--- src/rtl/conv_encoder.sv ---
// Rate-1/2, K=3 convolutional encoder. It takes one 8-bit word per handshake,
// encodes it MSB first at one bit per cycle, and presents a 16-bit codeword.
// Optional build macro: CONV_ENC_WORD_RESET_EN. When it is defined, the trellis
// state is cleared on every accepted word. When it is undefined, the words form
// one continuous code stream.
module conv_encoder #(
    parameter logic [2:0] G0 = 3'b111,
    parameter logic [2:0] G1 = 3'b101
) (
    input  logic        clk,
    input  logic        rst,
    input  logic [7:0]  data_in,
    input  logic        in_valid,
    output logic        in_ready,
    output logic [15:0] data_enc,
    output logic        out_valid,
    input  logic        out_ready
);

    localparam logic [1:0] IDLE = 2'd0;
    localparam logic [1:0] ENC  = 2'd1;
    localparam logic [1:0] OUT  = 2'd2;

    logic [1:0]  state;
    logic [7:0]  sreg;
    logic [1:0]  s;
    logic [2:0]  cnt;
    logic [15:0] enc;
    logic        d;
    logic        c0;
    logic        c1;
    logic        accept;

    // Symbol for the current MSB, and the handshake qualifier
    always_comb begin
        d        = sreg[7];
        c0       = ^(G0 & {d, s});
        c1       = ^(G1 & {d, s});
        in_ready = rst & ((state == IDLE) | ((state == OUT) & out_ready));
        accept   = in_valid & in_ready;
    end

    assign data_enc  = enc;
    assign out_valid = (state == OUT);

    // Controller, serial encoder and codeword shift register
    always_ff @(posedge clk or negedge rst) begin
        if (!rst) begin
            state <= IDLE;
            sreg  <= '0;
            s     <= '0;
            cnt   <= '0;
            enc   <= '0;
        end else begin
            case (state)
                IDLE: begin
                    if (accept)
                        state <= ENC;
                end
                ENC: begin
                    enc  <= {enc[13:0], c0, c1};
                    sreg <= {sreg[6:0], 1'b0};
                    s    <= {d, s[1]};
                    cnt  <= cnt + 3'd1;
                    if (cnt == 3'd7)
                        state <= OUT;
                end
                OUT: begin
                    if (out_ready)
                        state <= in_valid ? ENC : IDLE;
                end
                default: state <= IDLE;
            endcase
            // The load is shared by IDLE and by the OUT-to-ENC path.
            // in_ready is low in ENC, so it cannot collide with the shift.
            if (accept) begin
                sreg <= data_in;
                cnt  <= '0;
`ifdef CONV_ENC_WORD_RESET_EN
                s    <= '0;
`endif
            end
        end
    end

endmodule

--- config.mk ---
export PLATFORM = sky130hd
export DESIGN_NAME = conv_encoder
export DESIGN_NICKNAME = d
export VERILOG_FILES = /design/src/rtl/conv_encoder.sv
export SDC_FILE = /design/constraint.sdc
export NUM_CORES = 1
export LEC_CHECK = 0
export CAP_MARGIN = 10
export CELL_PAD_IN_SITES_DETAIL_PLACEMENT = 0
export CELL_PAD_IN_SITES_GLOBAL_PLACEMENT = 2
export CORE_MARGIN = 10
export CORE_UTILIZATION = 36
export DETAILED_ROUTE_END_ITERATION = 8
export HOLD_SLACK_MARGIN = 0.1
export PLACE_DENSITY = 0.8
export SLEW_MARGIN = 20
export SYNTH_ARGS = -nofsm -noshare
export SYNTH_HDL_FRONTEND = slang
export SYNTH_SLANG_ARGS = --single-unit
--- constraint.sdc ---
create_clock -name clk -period 4.13 [get_ports clk]
set_clock_uncertainty 0.2 [all_clocks]
set_input_delay 0.6195 -clock clk [delete_from_list [all_inputs] [get_ports clk]]
set_output_delay 0.6195 -clock clk [all_outputs]
set_load 0.005 [all_outputs]
Yosys cells after proc, flatten, opt, wreduce, memory -nomap -nowiden
Cells that the tools add are included.
Widths: inputs -> output; s select.
Operators by class
  mux-type cells: 9
  bitwise gates (word level): 4
  add/sub/neg operators: 1
  eq/ne operators: 6
  reductions and logical operators: 5
Operator list (count)
  $mux 8: 2
  $mux 2: 3
  $mux 3: 2
  $pmux 2 s3: 1
  $reduce_xor 3->1: 2
  $ne 2x2->1 const B: 2
  $add 3x1->3 const B: 1
  $and 1x1->1: 3
  $eq 3x3->1 const B: 1
  $reduce_and 3->1: 1
  $eq 2x1->1 const B: 1
  $eq 2x2->1 const B: 1
  $logic_not 2->1: 1
  $ne 2x1->1 const B: 1
  $reduce_bool 2->1: 1
  $mux 1: 1
  $or 1x1->1: 1
Word-level totals
  input port bits: 12
  word-level logic and storage cells: 30
  output and inout port bits: 18
  register bits: 31

Longest topological paths before layout
  depth in word-level cells: 7
  mapped depth: 6
  depth with buffers taken out: 4

Worst setup path before layout
No wires, ideal clock.
  kind: input-to-output
  start: input out_ready
  end: output in_ready
  cell stages on the path: 2
  path slack: 2.269 ns
  data arrival time: 1.042 ns
  buffers on the path: 0
  required time: 3.310 ns
  cell sequence: or2b_1 > and3b_1
Between the ends
  longest elaborated chain between the ends: 3
RTL lines
  start, declared: RTL line 17  | input logic out_ready
  $and 1x1->1: RTL line 39  | in_ready = rst & ((state == IDLE) | ((state == OUT) & out_ready));
  $or 1x1->1: RTL line 39
  $and 1x1->1: RTL line 39
  end, declared: RTL line 14  | output logic in_ready,
No other way between the ends.

Worst setup path after layout
Same ends and word-level chain as after synthesis.

==> results.txt <==
* Status: completed
- Die Span Y: 82.2 um
* CP Data Required Time: 3310 ps
- The worst setup path is captured at a primary output.
- Setup repair after global routing left no endpoint under its margin.
- Number of rows in the core area: 22
* Least-Margin Pin Slew: 862 ps
* Count of yosys warnings during synthesis: 0
- Drt pass-1 iters: 4
* Number of cells produced by synthesis: 95
- In the final design database the tool counted 142 nets.
- Post-CTS Setup Bufs: 0
* Net switching power: 0.000410 W
* Cell repeated most along the worst path: clkdlybuf4s50_1
* Share of the clock period used by the worst path: 66.9%
- The top cell type by area accounts for 55.7% of the synthesized area.
* Initial standard-cell utilization of the core: 37.8%
- For this design, the sink count on the clock tree is 31.
* Final routed wire length divided by cell count: 13.6 um
* Clock network fraction of design power: 20.4%
- Area fraction in compound gates after synthesis: 1.80%
- All-layer global routing usage: 7.65%
- Cells along the critical path: clkdlybuf4s50_1 -> or2b_1 -> and3b_1 -> clkdlybuf4s50_1
- Shortest clock period the worst path allows after layout: 2760 ps
- The clock passes through at most 2 buffers.
* R2R setup slack: 1980 ps
* Mux contribution to synthesized area: 28.4%
- The cell sitting at the root of the clock tree is a clkbuf_8.
* Global-route wire length before repair: 3900 um
* DP HPWL: 1730 um
- Setup total negative slack on the finished layout was measured at 0 ps.
* Post-synthesis to final-layout area growth: 31.2%
* Upper clock frequency limit: 362 MHz
- Detailed Route WL: 2400 um
- Of the synthesized area, sequential elements account for 55.7%.
- Total power divided by cell area: 810 nW/um^2
* Final Cell Area: 1830 um^2
* Kind of start point of the critical path: primary input
- The later pin in the worst-skew pair is clocked with a latency of 280 ps.
- The internal portion of the total power is 0.00107 W.
* Layout cells sized above 1: 33.3%
- Post-CTS repair changed the size of 0 cells.
- Die width: 82.2 um
* Sequential Power Share: 37.0%
- VDD sags by at most 0.485 mV.
* Area of placed instances: 1710 um^2
- In this design, the stage delay of the slowest critical-path cell is 450 ps.
- Register clock-pin slew on the reported worst setup and hold paths: 60 ps
* Highest fanout seen on the critical path: 3
- Setup violations, final: 0
- First-iteration detailed-routing DRC count: 21
- Count of unresolved DRC violations after routing: 0
- The die covers 6760 um^2.
- The synthesized netlist devotes 7.55% of its cell area to simple gates.
- Mapped Avg Cell Area: 14.7 um^2
* Gr ovfl total: 0
- Number of slew-limit violations in the final report: 0
- The total area inside the core boundary comes to 3690 um^2.
* Critical Setup Path Class: primary input to primary output
- By area, the combinational part of the netlist is dominated by multiplexers.
- Synthesis produced a netlist with a net count of 109.
* Count of vias placed by the detailed router: 839
- CTS tree: done
- Summing the areas of all xor and xnor instances in the mapped netlist gives 1.26% of the synthesized area.
- FF+latch count, synth: 31
* Sw frac: 27.7%
- Routed Antenna Nets: 0
- Depth of the CTS H-tree: 2
* Most area-hungry cell type in the Yosys netlist: dfrtp_1
- In this run the count of I/O pins placed on the die edge is 30.
- The slowest stage of the critical path belongs to the cell clkdlybuf4s50_1.
- Number of global-route vias before repair: 834
- Combinational logic is responsible for 42.7% of the overall power.
- Number of distinct library cells after synthesis: 24
* Number of antenna violations at the first check in global routing: 0
- Clock buffer count from CTS: 5
- In this run the cell area of the synthesized design comes to 1390 um^2.
- Overall power consumption after layout is estimated at 0.00148 W.
- Largest cells by area after synthesis: dfrtp_1 56%, mux2_2 23%, mux2_4 4.3%, ha_1 1.8%, mux2i_1 1.4%
- The number of antenna diodes in the final layout is 0.
- In this run the static leakage power is 0.830 nW.
* Vias per cell: 4.74
- Data arrives at the worst endpoint at 1940 ps.
- HP Class: flop to flop
* IO Port Bufs: 29
* Adder and majority gate portion of the synthesized area: 1.80%
* Hold violation count in the final report: 0
- Entering global routing, the biggest net connects 35 pins.
* Total of max-cap violations: 0
- Headroom to the max-slew limit came out at 42.4%.
* Weighted congestion at the end of routability-driven global placement: 0.653
- Total of hold buffers inserted after clock tree synthesis: 0
per-layer routing:
layer | wire length, um | global-route usage, %
met1 | 1030 | 8.51
met4 | 34 | 3.06
met3 | 327 | 5.51
met5 | 0 | 0
met2 | 1010 | 11.0
flip-flops by register name (all words and copies together), names as in the netlist:
signal    flops
s             2
state         2
sreg          8
cnt           3
data_enc     16
final timing paths:
kind	endpoint	cells past startpoint	from
worst max register to register	sreg[2]	3	state[0]
worst min register to register	data_enc[15]	1	data_enc[15]
min in group asynchronous	data_enc[12]	2	rst
worst min-delay path	data_enc[15]	1	data_enc[15]
worst max-delay path	in_ready	4	out_ready
max in group asynchronous	sreg[0]	2	rst
power by group through the flow:
stage          Sequential [W]  Clock, W  Combinational, W
3_3_place_gp         0.000549         0          0.000634
4_1_cts              0.000549  0.000314          0.000650
2_1_floorplan        0.000543         0          0.000445
5_1_grt              0.000568  0.000331          0.000694
3_5_place_dp         0.000555         0          0.000649
6_report             0.000547  0.000301          0.000632
worst max-delay path, delay by kind of cell:
kind | cells | cell delay [ps]
simple gates | 2 | 450
buf+inv | 2 | 880
cell usage after synthesis:
cell type  count
nand2_1        3
nand2b_1       2
buf_8          1
dfrtp_1       31
and4b_1        1
o221ai_1       1
buf_4          2
o22ai_1        1
inv_1          2
nand3_1        1
o21ai_0        1
nor2_1         4
or2b_1         1
nor2b_1        1
xnor2_1        2
mux2_4         4
mux2i_1        2
mux2_2        28
and3b_1        1
nor2b_4        1
ha_1           2
nand4b_2       1
a21oi_1        1
buf_6          1
final cells by class:
class                      count  area [um^2]
multi-input combinational     58          568
clock buffer                   6         82.6
clock inverter                 2         35.0
sequential                    31          776
tap                           48         60.1
fill                         338         1860
timing repair buffer          30          298
inverter                       2         7.51
logic make-up after synthesis:
logic type	after synthesis
AO/OA/AOI/OAI	4
XOR/XNOR	2
adder cells (fa/ha/maj)	2
buffers and inverters	6
flip-flops	31
multiplexers	34
AND/OR/NAND/NOR	16
cell usage in the layout, fill, tap and decap left out, types with 2 or more instances in the layout:
master            n
clkdlybuf4s50_1  29
dfrtp_1          31
inv_1             2
ha_1              2
clkbuf_8          6
mux2i_1           2
nand2b_1          2
mux2_2           28
mux2_4            4
nor2_1            4
xnor2_1           2
nand2_1           3
per-stage QoR:
| stage | utilization (%) | worst slack [ps] | hold slack [ps] | std cells |
|---|---|---|---|---|
| final | 49.5 | 1370 | 308 | 177 |
| after global routing | 49.5 | 1320 | 320 | 177 |
| after CTS | 49.5 | 1360 | 313 | 177 |
| after detailed placement | 46.3 | 1370 | 297 | 169 |
| after global placement | 46.3 | 1370 | 288 | 169 |
| after floorplan | - | 2270 | 124 | 95 |
Power figures use the tool's default switching activity.
